**src/rtl/uart_alu_pkg.sv**
```systemverilog
// Shared definitions for the UART-driven ALU controller: FSM state encoding and ALU opcodes.
package uart_alu_pkg;

  typedef enum logic [2:0] {
    ST_IDLE    = 3'd0,
    ST_WAIT_B  = 3'd1,
    ST_WAIT_OP = 3'd2,
    ST_SEND    = 3'd3,
    ST_WAIT_TX = 3'd4
  } state_t;

  localparam int OP_W = 6;

  localparam logic [OP_W-1:0] OP_ADD = 6'b100000;
  localparam logic [OP_W-1:0] OP_SUB = 6'b100010;
  localparam logic [OP_W-1:0] OP_AND = 6'b100100;
  localparam logic [OP_W-1:0] OP_OR  = 6'b100101;
  localparam logic [OP_W-1:0] OP_XOR = 6'b100110;
  localparam logic [OP_W-1:0] OP_SRA = 6'b000011;
  localparam logic [OP_W-1:0] OP_SRL = 6'b000010;
  localparam logic [OP_W-1:0] OP_NOR = 6'b100111;

  function automatic logic is_busy_state(input state_t s);
    return (s == ST_SEND) || (s == ST_WAIT_TX);
  endfunction

endpackage

```
**src/rtl/uart_alu_timeout.sv**
```systemverilog
// Inter-byte timeout: down-counter reloaded by clear, decremented while enabled,
// one-cycle expired pulse on the last enabled cycle of the window.
module uart_alu_timeout #(
  parameter int CYCLES = 100000
) (
  input  logic clk_sys,
  input  logic rst,
  input  logic clear,
  input  logic enable,
  output logic expired
);

  localparam int CW = $clog2(CYCLES + 1);
  localparam logic [CW-1:0] LOAD = CW'(CYCLES - 1);

  logic [CW-1:0] count;

  always_ff @(posedge clk_sys or posedge rst) begin
    if (rst) begin
      count <= '0;
    end else if (clear) begin
      count <= LOAD;
    end else if (enable && (count != '0)) begin
      count <= count - 1'b1;
    end
  end

  // Terminal count reached while still waiting: the window of CYCLES idle cycles is complete.
  assign expired = enable && (count == '0);

endmodule

```
**src/rtl/uart_alu_ctrl.sv**
```systemverilog
// Collects A, B and opcode bytes from a UART receiver, drives an external ALU and sends the result.
// Optional inter-byte timeout enabled by defining UART_ALU_CTRL_TIMEOUT_EN.
//
// state      | meaning
// IDLE       | waiting for operand A byte
// WAIT_B     | A latched, waiting for operand B byte
// WAIT_OP    | B latched, waiting for opcode byte
// SEND       | one cycle: capture ALU result, pulse tx start
// WAIT_TX    | result held, waiting for transmitter done
module uart_alu_ctrl
  import uart_alu_pkg::*;
#(
  parameter int NB_OP          = 6,
  parameter int NB_DATA        = 8,
  parameter int TIMEOUT_CYCLES = 100000
) (
  input  logic               i_clk,
  input  logic               i_reset,
  input  logic [NB_DATA-1:0] i_rx_data,
  input  logic               i_rx_valid,
  output logic [NB_DATA-1:0] o_tx_data,
  output logic               o_tx_start,
  input  logic               i_tx_done,
  output logic [NB_DATA-1:0] o_alu_A,
  output logic [NB_DATA-1:0] o_alu_B,
  output logic [NB_OP-1:0]   o_alu_op,
  input  logic [NB_DATA-1:0] i_alu_result,
  output logic               o_busy,
  output logic               o_overrun
);

  state_t state;
  logic   timeout_hit;

`ifdef UART_ALU_CTRL_TIMEOUT_EN
  logic tmo_clear;
  logic tmo_enable;

  assign tmo_clear  = i_rx_valid && ((state == ST_IDLE) || (state == ST_WAIT_B));
  assign tmo_enable = !i_rx_valid && ((state == ST_WAIT_B) || (state == ST_WAIT_OP));

  uart_alu_timeout #(
    .CYCLES (TIMEOUT_CYCLES)
  ) u_timeout (
    .clk_sys (i_clk),
    .rst     (i_reset),
    .clear   (tmo_clear),
    .enable  (tmo_enable),
    .expired (timeout_hit)
  );
`else
  assign timeout_hit = 1'b0;
`endif

  always_ff @(posedge i_clk or posedge i_reset) begin
    if (i_reset) begin
      state      <= ST_IDLE;
      o_alu_A    <= '0;
      o_alu_B    <= '0;
      o_alu_op   <= '0;
      o_tx_data  <= '0;
      o_tx_start <= 1'b0;
      o_busy     <= 1'b0;
      o_overrun  <= 1'b0;
    end else begin
      o_tx_start <= 1'b0;
      o_overrun  <= 1'b0;
      case (state)
        ST_IDLE: begin
          if (i_rx_valid) begin
            o_alu_A <= i_rx_data;
            state   <= ST_WAIT_B;
          end
        end
        ST_WAIT_B: begin
          if (i_rx_valid) begin
            o_alu_B <= i_rx_data;
            state   <= ST_WAIT_OP;
          end else if (timeout_hit) begin
            state <= ST_IDLE;
          end
        end
        ST_WAIT_OP: begin
          if (i_rx_valid) begin
            o_alu_op   <= i_rx_data[NB_OP-1:0];
            o_tx_start <= 1'b1;
            o_busy     <= 1'b1;
            state      <= ST_SEND;
          end else if (timeout_hit) begin
            state <= ST_IDLE;
          end
        end
        ST_SEND: begin
          // Operands settled at the previous edge, so the ALU output is valid here.
          o_tx_data <= i_alu_result;
          o_overrun <= i_rx_valid;
          state     <= ST_WAIT_TX;
        end
        ST_WAIT_TX: begin
          o_overrun <= i_rx_valid;
          if (i_tx_done) begin
            o_busy <= 1'b0;
            state  <= ST_IDLE;
          end
        end
        default: begin
          o_busy <= 1'b0;
          state  <= ST_IDLE;
        end
      endcase
    end
  end

endmodule

```
**config.mk**
```make
export PLATFORM = sky130hd
export DESIGN_NAME = uart_alu_ctrl
export DESIGN_NICKNAME = d
export VERILOG_FILES = /design/src/rtl/uart_alu_pkg.sv /design/src/rtl/uart_alu_timeout.sv /design/src/rtl/uart_alu_ctrl.sv
export SDC_FILE = /design/constraint.sdc
export NUM_CORES = 1
export LEC_CHECK = 0
export BUFFER_PORTS_ARGS = -buffer_cell sky130_fd_sc_hd__buf_2
export CAP_MARGIN = 5
export CELL_PAD_IN_SITES_DETAIL_PLACEMENT = 1
export CELL_PAD_IN_SITES_GLOBAL_PLACEMENT = 1
export CORE_ASPECT_RATIO = 0.7
export CORE_UTILIZATION = 38
export DETAILED_ROUTE_END_ITERATION = 10
export GPL_TIMING_DRIVEN = 0
export PLACE_DENSITY_LB_ADDON = 0.1
export SYNTH_ARGS = -nofsm -noshare
export SYNTH_HDL_FRONTEND = slang
export SYNTH_SLANG_ARGS = --single-unit
export TNS_END_PERCENT = 100
```
**constraint.sdc**
```tcl
create_clock -name i_clk -period 1.8 [get_ports i_clk]
set_input_delay 0.18 -clock i_clk [delete_from_list [all_inputs] [get_ports i_clk]]
set_output_delay 0.18 -clock i_clk [all_outputs]
set_load 0.02 [all_outputs]
```
======== Word-level counts from Yosys, hierarchy flattened ========
Cells that the tools add are included.
storage, ports and cells
  register bits after elaboration ......... 36
  input bits .............................. 20
  output and inout port bits .............. 33
  logic and storage cells ................. 36
operators by class
  equality and inequality tests ........... 8
  mux-type cells .......................... 11
  bitwise logic cells ..................... 1
  reduce and logical (&&, ||, !) cells .... 8
operators by type and width
  operator                                             number
  case mux 3 bit (5 select lines)                      1
  two-way mux 3 bit                                    4
  != test 2 bit, second input constant                 4
  equality test 3 x 2 -> 1 bit, second input constant  2
  AND reduction 2 bit                                  3
  two-way mux 1 bit                                    5
  AND reduction 4 bit                                  1
  equality test 3 x 1 -> 1 bit, second input constant  1
  equality test 3 bit, second input constant           1
  zero test 3 bit                                      1
  case mux 1 bit (3 select lines)                      1
  AND reduction 3 bit                                  1
  OR reduction 3 bit                                   1
  OR reduction 2 bit                                   1
  NOT 1 bit                                            1

======== Logic depth before layout (Yosys ltp) ========
Gate-level depths: netlist of the first run.
  word-level depth ........................ 4
  depth in mapped cells ................... 4
  depth with buffers taken out ............ 2

======== Worst setup path after synthesis of the first run ========
Ideal clock, no wire load.
  path type ............................... reg-to-reg
  start ................................... register state[2]
  end ..................................... register o_alu_A[0]
  library setup time ...................... 125 ps
  data arrival time ....................... 1316 ps
  required time ........................... 1675 ps
  slack ................................... 359 ps
  cell stages (with the launch flop) ...... 4
  path buffers ............................ 1
  period minus slack after synthesis ...... 1441 ps
  path through ............................ dfrtp_1 -> buf_6 -> nor4b_4 -> mux2_2
on the way
  cells in the longest elaborated chain, start to end .. 2
RTL lines
  item                           RTL line             text
  from (decl)                    uart_alu_ctrl.sv:32  state_t state;
  from (signal assigned)         uart_alu_ctrl.sv:57  state <= ST_IDLE;
  from (signal assigned)         uart_alu_ctrl.sv:72  state <= ST_WAIT_B;
  from (signal assigned)         uart_alu_ctrl.sv:78  state <= ST_WAIT_OP;
  zero test 3 bit                uart_alu_ctrl.sv:68  case (state)
  AND reduction 2 bit (no line)  -
  to (signal assigned)           uart_alu_ctrl.sv:71  o_alu_A <= i_rx_data;
  to (decl)                      uart_alu_ctrl.sv:24  output logic [NB_DATA-1:0] o_alu_A,
Every way passes these cells.
A chain may end at the register's enable or synchronous reset.

======== Worst setup path after layout of the first run ========
  start ................................... register state[2]
  end ..................................... register o_alu_A[1]
Same word-level chain as after synthesis.

==> results.toml, run 1 <==
[run]
cap_violations = 0

[global_route]
grt_max_degree = 25
grtUsageTotal = 0.155
grt_pass1_vias = 937
grt_pass1_wl_microns = 4360
grt_antenna_before_repair = 0
grt_overflow_total = 0

[die]
io_pins = 53
die_w_microns = 75.1
die_h_microns = 53.2
initial_utilization = 0.400
core_sq_um = 3560
die-area_sq_um = 4000
rows = 18

[clocking]
clk_pin_slew_ns = 0.06
cts-buffers-inserted = 5
postCtsHoldBufs = 1
clk_path_buf_depth = 2
cts_root_buffer = "clkbuf_8"
htreeDepth = 2
post_cts_buffers = 0
ctsResizeCount = 0
clk_latency_ns = 0.27
cts_tree = "done"
clock-sinks = 36

[outcome]
status = "completed"

[worst_setup_path]
crit_family = "simple AND/OR/NAND/NOR gates"
cp_slowest_cell = "nor4b_4"
rr_worst_depth = 3
slowest_delay_ns = 0.61
crit_buf_inv = 1
r2r_start = "state[2]"
cp_cell_sequence = "buf_6, nor4b_4, mux2_2"
criticalPathCategory = "reg2reg"
crit_arrival_ns = 1.80
endpoint_kind = "flop"
worstSetupStartpointType = "flop"
regToRegSetupSlack_ns = 0.16
cp_max_fo = 9
r2r-end = "o_alu_A[1]"
cp_data_required_time_ns = 1.96

[min_path]
hold-path-cell-count = 2
hold_start = "i_alu_result[5]"
hold_path_class = "in2reg"
min_to = "o_tx_data[5]"

[timing]
period_share = 0.914
final-setup-viol-count = 0
finalCriticalPeriod_ns = 1.64
hold_viol = 0
finalMaxSlewViolations = 0
max_freq_mhz = 608
worst_pin_slew_ns = 0.637
tns_ns = 0
holdWs_ns = 0.134
finClkSkew_ns = 0.00265
relSlewSlack = 0.573
rsz0062_at_grt = "false"

[route]
via_count = 928
wl_per_cell_microns = 13.8
drc_errors = 0
first_iter_violations = 7
final_antenna_net_count = 0
viasPerCell = 4.66
drt_wl_total_microns = 2750
drt_pre_antenna_iters = 3

[finish]
drive_gt1_frac = 0.671
final_cell_area_sq_um = 1860
antenna_cells = 0
nNetsFinal = 169
nFillCells = 379
syn_to_final_growth_pct = 30.8

[synthesis]
synth_cell_types = 16
ys_seq_elements = 36
synth_cells = 88
ys_seq_area_frac = 0.633
synth_fp_nets = 108
synth_top_cells_by_area = "dfrtp_1 (63%), mux2_2 (24%), and4bb_2 (1.8%)"
syn_avg_cell_area_sq_um = 16.2
synth_top_area_frac = 0.633
netlist_area_sq_um = 1420
ys_warn_count = 0
synth_top_cell_by_area = "dfrtp_1"

[pwr]
leakagePower_nw = 0.893
total_power_mw = 3.56
vdd_drop_max_mv = 0.742
cellPowerDensity_nw_per_um2 = 1910

[place]
hpwl_microns = 2150
place_area_sq_um = 1770
io_buffers = 52
gp_congestion = 0.615
## worst max path at each step
| stage | from | endpoint | slack, ns | depth (start not counted) |
|---|---|---|---|---|
| 5_1_grt | state[2] | o_alu_A[1] | 0.04 | 3 |
| 3_5_place_dp | state[2] | o_alu_A[1] | 0.14 | 3 |
| 2_1_floorplan | state[2] | o_alu_A[0] | 0.36 | 3 |
| 3_3_place_gp | state[2] | o_alu_A[4] | 0.12 | 3 |
| 4_1_cts | state[2] | o_alu_A[1] | 0.13 | 3 |
| 6_report | state[2] | o_alu_A[1] | 0.16 | 3 |
## layer usage
| layer | vias to the layer above | part of all wire | global-route usage |
|---|---|---|---|
| met5 | - | 0 | 0 |
| met4 | 0 | 0.011 | 0.0556 |
| met3 | 5 | 0.044 | 0.0514 |
| met2 | 26 | 0.50 | 0.260 |
| met1 | 466 | 0.44 | 0.188 |
| li1 | 431 | - | - |
## power breakdown
| group | total (mW) | internal, mW | switching (mW) |
|---|---|---|---|
| Clock | 0.510 | 0.262 | 0.247 |
| Sequential | 1.38 | 1.21 | 0.172 |
| Combinational | 1.67 | 0.753 | 0.916 |
## metrics by stage
stage,std cells,utilization,setup WS [ns]
6_report,199,0.523,0.155
5_1_grt,199,0.523,0.0443
4_1_cts,199,0.523,0.131
3_5_place_dp,191,0.498,0.144
3_3_place_gp,190,0.491,0.124
2_1_floorplan,88,-,0.359
## layout make-up
cell class                      instances  area [sq um]  share of cell area
Buffer                                  5          37.5              0.0202
Inverter                                1          3.75             0.00202
Tap cell                               50          62.6              0.0336
Sequential cell                        36           901               0.484
Clock buffer                            6          72.6              0.0390
Clock inverter                          1          5.00             0.00269
Timing Repair Buffer                   54           298               0.160
Multi-Input combinational cell         46           480               0.258
## cells in the mapped netlist
cell type   n
nor4b_4     1
a211o_1     1
a21bo_2     1
nor3_1      1
buf_2       3
nand2b_1    2
mux2_2     30
a21boi_0    1
inv_1       1
buf_6       2
a21oi_1     2
dfrtp_1    36
and2b_1     1
nand3b_1    2
or3b_2      2
and4bb_2    2
## state kept, by name, summed over array words and instances, names as in the netlist
register,count
o_alu_A,8
o_alu_B,8
o_alu_op,6
o_busy,1
o_overrun,1
o_tx_data,8
o_tx_start,1
state,3
## cells in the final DEF, fill, tap and decap left out
master / n
nand3b_1: 2
a21oi_1: 2
mux2_2: 30
and4bb_2: 2
a21boi_0: 1
clkbuf_1: 1
dlygate4sd3_1: 1
inv_1: 1
nor4b_4: 1
buf_2: 55
clkbuf_8: 5
a211o_1: 1
and2b_1: 1
or3b_2: 2
buf_16: 1
nand2b_1: 2
dfrtp_1: 36
a21bo_2: 1
buf_6: 2
nor3_1: 1
clkinv_2: 1
## kinds of logic after synthesis
logic type / Yosys count / share of synthesized area
compound gates: 5 / 0.0255
buf+inv: 6 / 0.0290
flops: 36 / 0.633
simple gates: 11 / 0.0747
mux: 30 / 0.237
Note: power is estimated with default switching activity, not from simulation.
==> inputs of run 2 (changes only) <==
--- a/config.mk
+++ b/config.mk
@@ -10,7 +10,7 @@
 export CELL_PAD_IN_SITES_DETAIL_PLACEMENT = 1
 export CELL_PAD_IN_SITES_GLOBAL_PLACEMENT = 1
 export CORE_ASPECT_RATIO = 0.7
-export CORE_UTILIZATION = 38
+export CORE_UTILIZATION = 41
 export DETAILED_ROUTE_END_ITERATION = 10
 export GPL_TIMING_DRIVEN = 0
 export PLACE_DENSITY_LB_ADDON = 0.1
==> constraint.sdc (replaced) <==
create_clock -name i_clk -period 2.05 [get_ports i_clk]
set_input_delay 0.205 -clock i_clk [delete_from_list [all_inputs] [get_ports i_clk]]
set_output_delay 0.205 -clock i_clk [all_outputs]
set_load 0.02 [all_outputs]
==> run 2 against run 1 <==
  * Maximum frequency up 0.76%
  * Utilization up 5.4 points
  * Sequential share of layout area down 0.13 points
  * Clock-buffer cell count up 1
  * Cell count down 2.0%
  * Critical endpoint is now o_alu_A[5]
==> results.toml, run 2 (synthesized netlist as in run 1, its figures left out) <==
[outcome]
status = "completed"

[die]
initial_utilization = 0.440
rows = 17
die_w_microns = 72.4
core_sq_um = 3230
die_h_microns = 51.3
io_pins = 53
die-area_sq_um = 3710

[clocking]
clk_latency_ns = 0.28
clk_pin_slew_ns = 0.06
ctsResizeCount = 0
postCtsHoldBufs = 0
htreeDepth = 2
cts_root_buffer = "clkbuf_8"
clock-sinks = 36
post_cts_buffers = 0
clk_path_buf_depth = 2
cts_tree = "done"
cts-buffers-inserted = 5

[timing]
hold_viol = 0
final-setup-viol-count = 0
finalCriticalPeriod_ns = 1.63
worst_pin_slew_ns = 0.723
relSlewSlack = 0.517
period_share = 0.796
rsz0062_at_grt = "false"
finalMaxSlewViolations = 0
tns_ns = 0
finClkSkew_ns = 0.00318
max_freq_mhz = 613

[route]
drt_pre_antenna_iters = 3
first_iter_violations = 30
viasPerCell = 4.76
drc_errors = 0
via_count = 928
drt_wl_total_microns = 2780
wl_per_cell_microns = 14.2
final_antenna_net_count = 0

[worst_setup_path]
worstSetupStartpointType = "flop"
criticalPathCategory = "reg2reg"
cp_data_required_time_ns = 2.21
crit_arrival_ns = 1.79
cp_max_fo = 9
r2r_start = "state[2]"
endpoint_kind = "flop"
regToRegSetupSlack_ns = 0.42
cp-startpoint = "state[2]"

[finish]
reg_top3 = "o_alu_A x8, o_alu_B x8, o_tx_data x8"
final_cell_mix = "buf_2 (55), dfrtp_1 (36), mux2_2 (30)"
antenna_cells = 0
syn_to_final_growth_pct = 31.1
nFillCells = 350
nNetsFinal = 168
final_common_cell = "buf_2"
drive_gt1_frac = 0.682

[place]
gp_congestion = 0.643
io_buffers = 52
hpwl_microns = 2190

[global_route]
grt_overflow_total = 0
grt_antenna_before_repair = 0
grt_pass1_vias = 1010
grtUsageTotal = 0.176
grt_max_degree = 21
grt_pass1_wl_microns = 4720

[pwr]
p_comb_frac = 0.459
intPower_mw = 2.02
total_power_mw = 3.20
seqPwrFrac = 0.379
pwr-share-clk = 0.162
cellPowerDensity_nw_per_um2 = 1710
vdd_drop_max_mv = 0.896
leakagePower_nw = 0.898
power_switching_mw = 1.18
sw_frac_of_total = 0.369

[min_path]
hold_path_class = "in2async"

[run]
cap_violations = 0
==> run 2: final timing paths <==
kind,endpoint,depth (start not counted)
hold reg to reg,o_tx_data[4],1
hold / removal,o_tx_data[4],2
min in group i_clk,o_tx_data[7],2
max in group asynchronous,o_alu_B[5],3
setup / recovery,o_alu_A[5],3
setup reg to reg,o_alu_A[5],3
==> run 2: layer usage <==
layer	up-vias	global-route usage	part of all wire
li1	427	-	-
met3	3	0.0611	0.063
met2	30	0.299	0.50
met4	0	0.0392	0.0090
met5	-	0	0
met1	468	0.217	0.43
==> run 2: power groups by stage <==
stage / Sequential [mW] / Combinational, mW / Clock, mW
after detailed placement: 1.23 / 1.49 / 0
after global routing: 1.27 / 1.58 / 0.567
final: 1.21 / 1.47 / 0.517
after global placement: 1.20 / 1.43 / 0
after floorplan: 1.63 / 0.599 / 0
after CTS: 1.22 / 1.49 / 0.542
==> run 2: through the flow <==
step	instances	cell area [sq um]	util	hold slack (ns)	setup WS, ns
floorplan	88	1420	-	0.350	0.609
global placement	187	1740	0.539	0.437	0.399
detailed placement	188	1770	0.547	0.362	0.399
CTS	195	1870	0.577	0.0593	0.395
global route	195	1870	0.577	0.100	0.314
finish	195	1870	0.577	0.0399	0.418
==> run 2: final cells by class <==
type | instances | area [sq um] | share of cell area
Tap cell | 47 | 58.8 | 0.0315
Buffer | 5 | 37.5 | 0.0201
Clock buffer | 7 | 96.3 | 0.0516
Multi-Input combinational cell | 46 | 480 | 0.258
Sequential cell | 36 | 901 | 0.483
Inverter | 1 | 3.75 | 0.00201
Timing Repair Buffer | 53 | 288 | 0.154
==> run 2: worst max-delay path: stages, from the launching register on <==
cell and delay [ns]:
dfrtp_1 0.37, buf_6 0.14, nor4b_4 0.60, mux2_2 0.41
==> inputs of run 3 (changes only) <==
--- a/config.mk
+++ b/config.mk
@@ -5,12 +5,13 @@
 export SDC_FILE = /design/constraint.sdc
 export NUM_CORES = 1
 export LEC_CHECK = 0
+export ABC_AREA = 1
 export BUFFER_PORTS_ARGS = -buffer_cell sky130_fd_sc_hd__buf_2
 export CAP_MARGIN = 5
 export CELL_PAD_IN_SITES_DETAIL_PLACEMENT = 1
 export CELL_PAD_IN_SITES_GLOBAL_PLACEMENT = 1
 export CORE_ASPECT_RATIO = 0.7
-export CORE_UTILIZATION = 41
+export CORE_UTILIZATION = 33
 export DETAILED_ROUTE_END_ITERATION = 10
 export GPL_TIMING_DRIVEN = 0
 export PLACE_DENSITY_LB_ADDON = 0.1
==> constraint.sdc (replaced) <==
create_clock -name i_clk -period 1.45 [get_ports i_clk]
set_input_delay 0.145 -clock i_clk [delete_from_list [all_inputs] [get_ports i_clk]]
set_output_delay 0.145 -clock i_clk [all_outputs]
set_load 0.02 [all_outputs]
==> run 3 against run 2 <==
  * Routed wire length grew 28%
  * Worst hold slack gained 0.064 ns
  * The run now ends with design-rule violations left
  * Sequential power grew 45%
  * Power grew 46%
  * Combinational power grew 52%
  * Die area grew 35%
==> results.toml, run 3 <==
[die]
core_sq_um = 4450
die-area_sq_um = 5020
die_h_microns = 59.6
rows = 20
die_w_microns = 84.3
initial_utilization = 0.351
io_pins = 53

[worst_setup_path]
crit_arrival_ns = 1.46
worstSetupStartpointType = "flop"
slowest_delay_ns = 0.46
cp_max_fo = 10
cp_cell_sequence = "nor2_2, nand3_2, buf_6, nand2_1, o21ai_1"
r2r_start = "state[0]"
r2r-end = "o_alu_A[1]"
endpoint_kind = "flop"
cp_slowest_cell = "dfrtp_1"
criticalPathCategory = "reg2reg"
cp_data_required_time_ns = 1.61
rr_worst_depth = 5
cp-startpoint = "state[0]"
endpoint = "o_alu_A[1]"
regToRegSetupSlack_ns = 0.15

[min_path]
hold_path_class = "in2reg"
hold-path-cell-count = 3

[finish]
nFillCells = 519
reg_top3 = "o_alu_A x8, o_alu_B x8, o_tx_data x8"
drive_gt1_frac = 0.500
antenna_cells = 0
final_common_cell = "buf_2"
nNetsFinal = 228
syn_to_final_growth_pct = 28.4
final_cell_mix = "buf_2 (52), nand2_1 (37), dfrtp_1 (36)"
layout.cells.non_filler = 263

[route]
first_iter_violations = 40
drc_errors = 6
drt_wl_total_microns = 3540
via_count = 1191
final_antenna_net_count = 0
viasPerCell = 4.53
wl_per_cell_microns = 13.5
drt_pre_antenna_iters = 6

[synthesis]
synth_cells = 147
ys_warn_count = 0
synth_top_area_frac = 0.576
synth.cells.most_frequent = "nand2_1 (37), dfrtp_1 (36), o21ai_2 (28)"
synth_cell_types = 16
ys_seq_elements = 36
synth_edf_count = 0
yosysMostFrequentCell = "nand2_1"
ys_seq_area_frac = 0.576
async_flop_share = 1.00
synth_flop_cell = "dfrtp_1"
syn_avg_cell_area_sq_um = 10.6
synth_top_cell_by_area = "dfrtp_1"
synth_fp_nets = 167
synth_top_cells_by_area = "dfrtp_1 (58%), o21ai_2 (16%), nand2_1 (8.9%)"
netlist_area_sq_um = 1560

[pwr]
leakagePower_nw = 1.11
total_power_mw = 4.67
vdd_drop_max_mv = 0.702
cellPowerDensity_nw_per_um2 = 2320

[place]
gp_congestion = 0.625
placed_cells = 255
io_buffers = 52
hpwl_microns = 2700

[clocking]
htreeDepth = 2
post_cts_buffers = 0
cts_root_buffer = "clkbuf_8"
clk_path_buf_depth = 2
clk_pin_slew_ns = 0.07
cts-buffers-inserted = 5
ctsResizeCount = 0
clock-sinks = 36
cts_tree = "done"
clk_latency_ns = 0.28

[global_route]
grtUsageTotal = 0.158
grt_antenna_before_repair = 0
grt_max_degree = 25
grt_pass1_wl_microns = 5830
grt_overflow_total = 0
grt_pass1_vias = 1224

[timing]
rsz0062_at_grt = "false"
tns_ns = 0
relSlewSlack = 0.580
worst_pin_slew_ns = 0.629
final-setup-viol-count = 0
max_freq_mhz = 770
finalMaxSlewViolations = 0
finClkSkew_ns = 0.00325
period_share = 0.896
holdWs_ns = 0.104
hold_viol = 0
finalCriticalPeriod_ns = 1.30

[outcome]
status = "finished, violations left"
violations = "design-rule violations"

[run]
cap_violations = 0
## run 3: cell count changes in the layout (fill, tap and decap cells not counted), sizes merged, moves of 8 or more
cell / change
inv: +22
mux2: -30
nand2: +40
nand3: +8
o21ai: +31
## run 3: kinds of logic after synthesis
family	count (synthesis)	synth area share
buffers and inverters	27	0.0872
AOI/OAI and AO/OA	32	0.172
DFF	36	0.576
and+or+nand+nor	52	0.165
## run 3: where the power goes
group | switching, mW | internal [mW] | total [mW]
Clock | 0.338 | 0.327 | 0.664
Combinational | 1.42 | 0.818 | 2.24
Sequential | 0.296 | 1.46 | 1.76
## run 3: final cells by class
type,count,area [sq um],share of cell area
flip-flops and latches,36,901,0.449
multi-input cells,84,527,0.262
repair buffers,54,298,0.148
inverters,23,86.3,0.0430
clock buffers,6,72.6,0.0361
well taps,55,68.8,0.0343
plain buffers,4,50.0,0.0249
clock inverters,1,5.00,0.00249
## run 3: routing by layer
layer,global-route usage,up-vias,part of all wire
met5,0,-,0
met4,0.0591,0,0.0096
met3,0.0487,5,0.051
met2,0.262,27,0.46
met1,0.199,571,0.48
li1,-,588,-
## run 3: worst min path at each step
| stage | start | end | slack, ns |
|---|---|---|---|
| after floorplan | i_alu_result[0] | o_tx_data[0] | 0.29 |
| after global placement | i_alu_result[5] | o_tx_data[5] | 0.39 |
| after detailed placement | i_reset | o_tx_start | 0.27 |
| after CTS | i_alu_result[2] | o_tx_data[2] | 0.09 |
| after global routing | i_alu_result[6] | o_tx_data[6] | 0.09 |
| final | i_alu_result[2] | o_tx_data[2] | 0.10 |
## run 3: repair_timing
action                                  CTS  global route
endpoints found under the hold margin    12             0
hold buffers                              1             0
endpoints found under the setup margin    0             0
## run 3: per-stage QoR
stage	util	worst slack, ns	cell area, sq um
after floorplan	-	0.335	1560
after global placement	0.425	-0.00880	1890
after detailed placement	0.431	0.147	1920
after CTS	0.451	0.135	2010
after global routing	0.451	0.0455	2010
final	0.451	0.151	2010
## run 3: critical path, delay by kind of cell, from the launching register on
family / cells / cell delay [ns]
AO/OA/AOI/OAI: 1 / 0.06
flip-flops: 1 / 0.46
AND/OR/NAND/NOR: 3 / 0.44
buffers and inverters: 1 / 0.21
